--- config.mk ---
export PLATFORM = sky130hd
export DESIGN_NAME = multicycle_control
export DESIGN_NICKNAME = d
export VERILOG_FILES = /design/src/rtl/riscv_ctrl_pkg.sv /design/src/rtl/instret_counter.sv /design/src/rtl/multicycle_control.sv
export SDC_FILE = /design/constraint.sdc
export NUM_CORES = 1
export LEC_CHECK = 0
export BUFFER_PORTS_ARGS = -buffer_cell sky130_fd_sc_hd__buf_4
export CORE_UTILIZATION = 50
export DETAILED_ROUTE_END_ITERATION = 8
export PLACE_DENSITY_LB_ADDON = 0.1
export RECOVER_POWER = 100
export SKIP_CTS_REPAIR_TIMING = 1
export SLEW_MARGIN = 40
export SYNTH_ARGS = -nofsm -noshare
export SYNTH_HDL_FRONTEND = slang
export SYNTH_SLANG_ARGS = --single-unit
--- constraint.sdc ---
create_clock -name clock -period 2.9 [get_ports clock]
set_input_delay 0.145 -clock clock [delete_from_list [all_inputs] [get_ports clock]]
set_output_delay 0.145 -clock clock [all_outputs]
set_load 0.02 [all_outputs]
--- src/rtl/riscv_ctrl_pkg.sv ---
// Shared encodings for the multicycle RISC-V control unit: opcodes, FSM states
// and datapath mux selects.
package riscv_ctrl_pkg;

  localparam logic [6:0] OPC_R      = 7'b0110011;
  localparam logic [6:0] OPC_I      = 7'b0010011;
  localparam logic [6:0] OPC_LOAD   = 7'b0000011;
  localparam logic [6:0] OPC_STORE  = 7'b0100011;
  localparam logic [6:0] OPC_BRANCH = 7'b1100011;
  localparam logic [6:0] OPC_JAL    = 7'b1101111;
  localparam logic [6:0] OPC_JALR   = 7'b1100111;
  localparam logic [6:0] OPC_LUI    = 7'b0110111;
  localparam logic [6:0] OPC_AUIPC  = 7'b0010111;

  typedef enum logic [3:0] {
    S_FETCH     = 4'd0,
    S_DECODE    = 4'd1,
    S_EXEC_R    = 4'd2,
    S_EXEC_I    = 4'd3,
    S_ALU_WB    = 4'd4,
    S_MEM_ADDR  = 4'd5,
    S_MEM_READ  = 4'd6,
    S_MEM_WB    = 4'd7,
    S_MEM_WRITE = 4'd8,
    S_BRANCH    = 4'd9,
    S_JAL       = 4'd10,
    S_JALR      = 4'd11,
    S_LUI       = 4'd12,
    S_AUIPC     = 4'd13,
    S_ILLEGAL   = 4'd14
  } state_e;

  localparam logic [1:0] A_PC     = 2'b00;
  localparam logic [1:0] A_PCBACK = 2'b01;
  localparam logic [1:0] A_REGA   = 2'b10;

  localparam logic [1:0] B_REGB = 2'b00;
  localparam logic [1:0] B_FOUR = 2'b01;
  localparam logic [1:0] B_IMM  = 2'b10;

  localparam logic [1:0] ALU_ADD   = 2'b00;
  localparam logic [1:0] ALU_BR    = 2'b01;
  localparam logic [1:0] ALU_RTYPE = 2'b10;
  localparam logic [1:0] ALU_ITYPE = 2'b11;

  localparam logic [1:0] PC_ALU      = 2'b00;
  localparam logic [1:0] PC_ALUOUT   = 2'b01;
  localparam logic [1:0] PC_ALU_LSB0 = 2'b10;

  localparam logic [2:0] WB_ALUOUT = 3'b000;
  localparam logic [2:0] WB_MDR    = 3'b001;
  localparam logic [2:0] WB_PC     = 3'b010;
  localparam logic [2:0] WB_IMM    = 3'b011;
  localparam logic [2:0] WB_AUIPC  = 3'b100;

  function automatic state_e decode_next(input logic [6:0] op);
    case (op)
      OPC_R:                return S_EXEC_R;
      OPC_I:                return S_EXEC_I;
      OPC_LOAD, OPC_STORE:  return S_MEM_ADDR;
      OPC_BRANCH:           return S_BRANCH;
      OPC_JAL:              return S_JAL;
      OPC_JALR:             return S_JALR;
      OPC_LUI:              return S_LUI;
      OPC_AUIPC:            return S_AUIPC;
      default:              return S_ILLEGAL;
    endcase
  endfunction

endpackage

--- src/rtl/instret_counter.sv ---
// Retired-instruction counter; wraps naturally at 2**W.
module instret_counter #(
  parameter int W = 32
) (
  input  logic         clock,
  input  logic         reset_n,
  input  logic         en_i,
  output logic [W-1:0] count_o
);

  logic [W-1:0] count_q;

  always_ff @(posedge clock) begin
    if (!reset_n)  count_q <= '0;
    else if (en_i) count_q <= count_q + 1'b1;
  end

  assign count_o = count_q;

endmodule

--- src/rtl/multicycle_control.sv ---
// Multicycle RISC-V control FSM. Outputs decode from the current state; the
// memory-facing states also look at mem_ready. Strobes are masked during reset.
module multicycle_control
  import riscv_ctrl_pkg::*;
#(
  parameter int INSTRET_W = 32
) (
  input  logic                 clock,
  input  logic                 reset_n,
  input  logic [6:0]           opc,
  input  logic                 mem_ready,
  output logic                 EscreveIR,
  output logic                 EscrevePC,
  output logic                 EscrevePCCond,
  output logic                 EscreveReg,
  output logic                 IouD,
  output logic                 LeMem,
  output logic                 EscreveMem,
  output logic [1:0]           OrigAULA,
  output logic [1:0]           OrigBULA,
  output logic [1:0]           OpALU,
  output logic [1:0]           OrigPC,
  output logic [2:0]           MemparaReg,
  output logic                 instr_done,
  output logic                 illegal,
  output logic [INSTRET_W-1:0] instret,
  output logic [3:0]           state_dbg
);

  state_e state_q, state_d;
  logic   ir_c, pc_c, pcc_c, reg_c, rd_c, wr_c, done_c;

  always_ff @(posedge clock) begin
    if (!reset_n) state_q <= S_FETCH;
    else          state_q <= state_d;
  end

  always_comb begin
    state_d    = state_q;
    ir_c       = 1'b0;
    pc_c       = 1'b0;
    pcc_c      = 1'b0;
    reg_c      = 1'b0;
    rd_c       = 1'b0;
    wr_c       = 1'b0;
    done_c     = 1'b0;
    IouD       = 1'b0;
    OrigAULA   = A_PC;
    OrigBULA   = B_REGB;
    OpALU      = ALU_ADD;
    OrigPC     = PC_ALU;
    MemparaReg = WB_ALUOUT;
    illegal    = 1'b0;
    case (state_q)
      S_FETCH: begin
        rd_c = 1'b1;
        if (mem_ready) begin
          ir_c     = 1'b1;
          pc_c     = 1'b1;
          OrigBULA = B_FOUR;
          state_d  = S_DECODE;
        end
      end
      S_DECODE: begin
        // branch/jump target precomputed into ALUOut
        OrigAULA = A_PCBACK;
        OrigBULA = B_IMM;
        state_d  = decode_next(opc);
      end
      S_EXEC_R: begin
        OrigAULA = A_REGA;
        OpALU    = ALU_RTYPE;
        state_d  = S_ALU_WB;
      end
      S_EXEC_I: begin
        OrigAULA = A_REGA;
        OrigBULA = B_IMM;
        OpALU    = ALU_ITYPE;
        state_d  = S_ALU_WB;
      end
      S_ALU_WB: begin
        reg_c   = 1'b1;
        done_c  = 1'b1;
        state_d = S_FETCH;
      end
      S_MEM_ADDR: begin
        OrigAULA = A_REGA;
        OrigBULA = B_IMM;
        state_d  = (opc == OPC_STORE) ? S_MEM_WRITE : S_MEM_READ;
      end
      S_MEM_READ: begin
        IouD = 1'b1;
        rd_c = 1'b1;
        if (mem_ready) state_d = S_MEM_WB;
      end
      S_MEM_WB: begin
        MemparaReg = WB_MDR;
        reg_c      = 1'b1;
        done_c     = 1'b1;
        state_d    = S_FETCH;
      end
      S_MEM_WRITE: begin
        IouD = 1'b1;
        wr_c = 1'b1;
        if (mem_ready) begin
          done_c  = 1'b1;
          state_d = S_FETCH;
        end
      end
      S_BRANCH: begin
        OrigAULA = A_REGA;
        OpALU    = ALU_BR;
        OrigPC   = PC_ALUOUT;
        pcc_c    = 1'b1;
        done_c   = 1'b1;
        state_d  = S_FETCH;
      end
      S_JAL: begin
        reg_c      = 1'b1;
        MemparaReg = WB_PC;
        pc_c       = 1'b1;
        OrigPC     = PC_ALUOUT;
        done_c     = 1'b1;
        state_d    = S_FETCH;
      end
      S_JALR: begin
        OrigAULA   = A_REGA;
        OrigBULA   = B_IMM;
        reg_c      = 1'b1;
        MemparaReg = WB_PC;
        pc_c       = 1'b1;
        OrigPC     = PC_ALU_LSB0;
        done_c     = 1'b1;
        state_d    = S_FETCH;
      end
      S_LUI: begin
        MemparaReg = WB_IMM;
        reg_c      = 1'b1;
        done_c     = 1'b1;
        state_d    = S_FETCH;
      end
      S_AUIPC: begin
        MemparaReg = WB_AUIPC;
        reg_c      = 1'b1;
        done_c     = 1'b1;
        state_d    = S_FETCH;
      end
      S_ILLEGAL: illegal = 1'b1;
      default:   state_d = S_FETCH;
    endcase
  end

  assign EscreveIR     = reset_n & ir_c;
  assign EscrevePC     = reset_n & pc_c;
  assign EscrevePCCond = reset_n & pcc_c;
  assign EscreveReg    = reset_n & reg_c;
  assign LeMem         = reset_n & rd_c;
  assign EscreveMem    = reset_n & wr_c;
  assign instr_done    = reset_n & done_c;
  assign state_dbg     = state_q;

  instret_counter #(.W(INSTRET_W)) u_instret (
    .clock   (clock),
    .reset_n (reset_n),
    .en_i    (instr_done),
    .count_o (instret)
  );

endmodule

== After elaboration in Yosys (flattened, before gate mapping) ==
Index checks and enable logic that the tools add are counted.
Storage, ports and cells
  memories: 0
  logic and storage cells: 71
  memory bits (writable): 0
  latch bits: 0
  flip-flop bits (word level): 36
  ROM bits: 0
Operators by class
  $add $sub $neg: 1
  mux-type cells: 22
  div/mod/pow operators: 0
  shift operators: 0
  reduce and logical (&&, ||, !) cells: 12
  multiply operators: 0
  equality and inequality tests: 26
  order comparisons: 0
  bitwise operators: 8
Operator list (count)
  32-bit by 1-bit adder with 32-bit output (second input constant): 1
  4-bit one-hot mux with 8 select lines: 1
  4-bit equality test (second input constant): 7
  4-bit one-hot mux with 7 select lines: 1
  7-bit by 6-bit equality test with 1-bit output (second input constant): 3
  7-bit equality test (second input constant): 3
  4-bit by 3-bit equality test with 1-bit output (second input constant): 4
  4-bit two-way mux: 4
  7-bit by 5-bit equality test with 1-bit output (second input constant): 2
  2-bit one-hot mux with 2 select lines: 3
  3-bit one-hot mux with 4 select lines: 1
  2-bit OR reduction: 6
  1-bit two-way mux: 9
  4-bit by 2-bit equality test with 1-bit output (second input constant): 2
  1-bit bitwise AND: 7
  7-bit by 2-bit equality test with 1-bit output (second input constant): 1
  7-bit OR reduction: 1
  2-bit inequality test (second input constant): 3
  2-bit one-hot mux with 3 select lines: 1
  6-bit OR reduction: 1
  5-bit OR reduction: 1
  4-bit by 1-bit equality test with 1-bit output (second input constant): 1
  4-bit zero test: 1
  1-bit one-hot mux with 2 select lines: 2
  other kinds (3): 3

== Depth between registers and ports, before layout ==
  word-level depth: 4
  gate-level depth with buffers: 7
  depth with buffers taken out: 5

== By module ==
A second synthesis with hierarchy kept.
Unflattened totals
  cells, all modules: 275
  area total of the unflattened synthesis: 2205.9 um^2
By module, submodules not included
  instret_counter: cells an instance 176, instances 1, seq. area each 640.6 um^2, area each 1562.7 um^2
  multicycle_control: cells an instance 99, instances 1, seq. area each 80.1 um^2, area each 643.1 um^2

== Worst setup path after synthesis ==
OpenSTA, ideal clock, no wires.
  kind: flip-flop to flip-flop
  start: register state_q[3] (netlist: state_dbg[3])
  end: register u_instret.count_q[15] (netlist: u_instret.count_o[15])
  buffers on the path: 2
  slack: 0.683 ns
  stages on the path, launching flop included: 8
  arrival time: 2.146 ns
  clock period less this slack: 2.217 ns
  cells stage by stage: dfxtp_1 > clkbuf_4 > and2b_4 > o311ai_2 > or4_1 > buf_2 > or4_1 > a21oi_1
Between the ends
  cells in the longest elaborated chain, start to end: 4
RTL lines
  start: declaration: RTL line multicycle_control.sv:30  | state_e state_q, state_d;
  start signal: assignment: RTL line multicycle_control.sv:35  | else state_q <= state_d;
  4-bit equality test / 4-bit by 3-bit equality test with 1-bit output (equally long branches): RTL line multicycle_control.sv:54  | case (state_q)
  7-bit OR reduction (no line)
  1-bit one-hot mux with 2 select lines *: RTL line multicycle_control.sv:54
  1-bit bitwise AND *: RTL line multicycle_control.sv:159  | assign instr_done = reset_n & done_c;
  end signal: assignment: RTL line instret_counter.sv:15  | else if (en_i) count_q <= count_q + 1'b1;
  end: declaration: RTL line instret_counter.sv:11  | logic [W-1:0] count_q;
Mark *: on every way between the ends. The rest lies on a longest branch, timed or not.
A chain may end at the register's enable or synchronous reset.

== Final worst setup path ==
  start: register state_q[0] (netlist: state_dbg[0])
  end: register u_instret.count_q[15] (netlist: u_instret.count_o[15])
Same word-level chain as after synthesis.

==> impl_metrics.py <==
metrics = {
    "sta": {
        "final.period_utilization": 0.885,
        "setup_tns_ps": 0,
        "slew_headroom": 0.490,
        "fin_ws_ps": 333,
        "fmax_mhz": 390,
        "hold_viol": 0,
        "period_minus_slack_ps": 2570,
        "setup_violations": 0,
        "fin_skew_ps": 4.25,
        "worst_pin_slew_ps": 758,
        "drv_slew": 0,
        "rsz0062_at_grt": "no",
    },
    "placement": {
        "gp_congestion": 0.917,
        "preCtsSetupSlack_ps": 460,
        "dp_hpwl_mm": 4.12,
        "portBuffers": 65,
    },
    "critical_path": {
        "critPathKind": "flop to flop",
        "cp-end-kind": "flop",
        "worstPathArrival_ps": 2790,
        "critPathRequiredTime_ps": 3120,
        "crit_path_start_kind": "flop",
        "path_max_fanout": 18,
        "reg2regPathDepth": 5,
    },
    "clock_network": {
        "clk_latency_ps": 280,
        "clockBufferDepth": 2,
        "cts-root-buf": "clkbuf_8",
        "clk_pin_slew_ps": 70,
        "cts_tree": "yes",
        "cts_sinks": 36,
        "numCtsBuffers": 5,
        "cts_htree_levels": 2,
    },
    "floorplanning": {
        "die_area_um2": 4600,
        "std_cell_rows": 23,
        "die_y_um": 67.9,
        "die_w_um": 67.9,
        "initial_core_util": 0.531,
        "core_um2": 4090,
        "ios": 66,
    },
    "power_and_ir_drop": {
        "comb_power_share": 0.364,
        "power.share.clock": 0.281,
        "p_int_mw": 1.02,
        "switchingPower_mw": 0.701,
        "power_switching_share": 0.406,
        "p_leak_nw": 0.816,
        "power_density_nw_per_um2": 665,
        "ir_drop_mv": 0.451,
        "seqPwrFrac": 0.355,
    },
    "global_routing": {
        "grt_max_degree": 28,
        "grt_overflow": 0,
        "grtUsageTotal": 0.255,
        "grt_pass1_wl_mm": 9.05,
        "first_global_vias": 2047,
        "grt_antenna_before_repair": 0,
    },
    "finish": {
        "drive_gt1_frac": 0.0798,
        "area_growth_syn_to_layout_pct": 19.7,
        "mostFrequentLayoutCells": "56 x clkbuf_1, 36 x dfxtp_1, 30 x nor2_1, 29 x nand2_1, 29 x a21oi_1",
        "final_nets": 361,
        "n_antenna_cell": 0,
        "layout_commonest_cell": "clkbuf_1",
    },
    "routing": {
        "drt_first_pass_iters": 4,
        "post_drt_wl_per_cell_um": 14.3,
        "drc": 0,
        "vias_per_cell": 5.96,
        "routed_wl_mm": 5.73,
        "via_count": 2388,
        "drtIter0Drc": 153,
        "ant_nets": 0,
    },
    "outcome": {
        "outcome": "finished clean",
    },
    "logic_synthesis": {
        "synth-simple-area-share": 0.351,
        "muxShareOfSynthArea": 0.0138,
        "synthXorXnorAreaFrac": 0.0404,
        "yosysWarnings": 0,
        "netlist-cell-type-count": 51,
        "postSynthAreaPerCell_um2": 7.56,
        "syn-num-nets": 298,
        "yosys.area_share.adder": 0.00577,
        "synth_flop_cell": "dfxtp_1",
        "ys_seq_area_frac": 0.332,
        "synth_seq_cells": 36,
        "postSynthCellCount": 287,
        "async_reset_ff_frac": 0,
        "synth_edf_count": 0,
        "synth-compound-area-share": 0.212,
        "syn_area_um2": 2170,
        "synth_top_family_by_area": "simple AND/OR/NAND/NOR gates",
    },
    "job": {
        "maxCapViolCount": 0,
    },
    "worst_hold_path": {
        "holdPathStages": 2,
        "hold_path_class": "input port to flop",
    },
}
-- worst max-delay path, cell delays in order, from the launching register on --
cell and delay, ps:
dfxtp_1 620, nor2b_1 330, o311ai_1 230, or4_1 660, or4_1 510, a21oi_1 150
-- sequential cells by signal, indices dropped and copies added (netlist names) --
register and cells:
state_dbg 4, u_instret.count_o 32
-- stage by stage --
stage	area, µm²	utilization	total power [mW]	instances	hold WS, ps
floorplan	2170	-	1.10	287	334
global placement	2700	0.661	1.33	393	458
detailed placement	2700	0.661	1.34	393	465
global route	2590	0.635	1.83	401	169
CTS	2830	0.692	1.83	401	166
finish	2590	0.635	1.73	401	167
-- routing by layer --
metal  global-route usage  part of all wire
met5                    0                 0
met1                0.314              0.44
met4               0.0469            0.0056
met2                0.457              0.50
met3               0.0517             0.057
-- worst paths after layout --
| kind | from | endpoint | slack (ps) |
|---|---|---|---|
| max | state_dbg[0]$_SDFFE_PN0P_ | u_instret.count_o[15]$_SDFFE_PN0P_ | 330 |
| min | reset_n | u_instret.count_o[20]$_SDFFE_PN0P_ | 170 |
| max reg2reg | state_dbg[0]$_SDFFE_PN0P_ | u_instret.count_o[15]$_SDFFE_PN0P_ | 330 |
| min reg2reg | u_instret.count_o[26]$_SDFFE_PN0P_ | u_instret.count_o[26]$_SDFFE_PN0P_ | 500 |
-- power groups by stage --
stage / logic (mW) / registers, mW / clock network (mW)
4_1_cts: 0.722 / 0.615 / 0.491
6_report: 0.629 / 0.613 / 0.485
3_5_place_dp: 0.719 / 0.625 / 0
3_3_place_gp: 0.710 / 0.624 / 0
5_1_grt: 0.695 / 0.624 / 0.515
2_1_floorplan: 0.498 / 0.601 / 0
-- cell type report --
type	count	area [µm²]
Multi-Input combinational cell	227	1330
Timing Repair Buffer	71	323
Sequential cell	36	721
Clock buffer	7	96.3
Clock inverter	1	30.0
Tap cell	50	62.6
Inverter	9	33.8
Fill cell	442	1490
-- Yosys cell counts (all sizes together) (2+ instances only) --
| cell | n | area share |
|---|---|---|
| nor3 | 9 | 0.021 |
| xor2 | 3 | 0.012 |
| nor2 | 30 | 0.052 |
| and3 | 3 | 0.0087 |
| or3 | 7 | 0.020 |
| mux2i | 3 | 0.014 |
| nand2b | 6 | 0.017 |
| nand3 | 10 | 0.023 |
| or4 | 14 | 0.048 |
| nor4 | 8 | 0.026 |
| o21ai | 11 | 0.025 |
| o21a | 2 | 0.0069 |
| clkbuf | 12 | 0.023 |
| xnor2 | 7 | 0.028 |
| nor2b | 3 | 0.012 |
| or2 | 2 | 0.0058 |
| nand2 | 29 | 0.050 |
| buf | 3 | 0.0069 |
| o311ai | 2 | 0.012 |
| o31ai | 14 | 0.048 |
| a31oi | 2 | 0.0058 |
| dfxtp | 36 | 0.33 |
| and4 | 2 | 0.0081 |
| inv | 8 | 0.014 |
| nand4 | 11 | 0.032 |
| a21oi | 30 | 0.071 |
| a21o | 2 | 0.0069 |
-- cell families after synthesis --
| family | Yosys count |
|---|---|
| AO/OA/AOI/OAI | 72 |
| XOR/XNOR | 10 |
| adder cells (fa/ha/maj) | 1 |
| buffers and inverters | 24 |
| flip-flops | 36 |
| multiplexers | 3 |
| AND/OR/NAND/NOR | 141 |
Note: power is estimated with default switching activity, not from simulation.
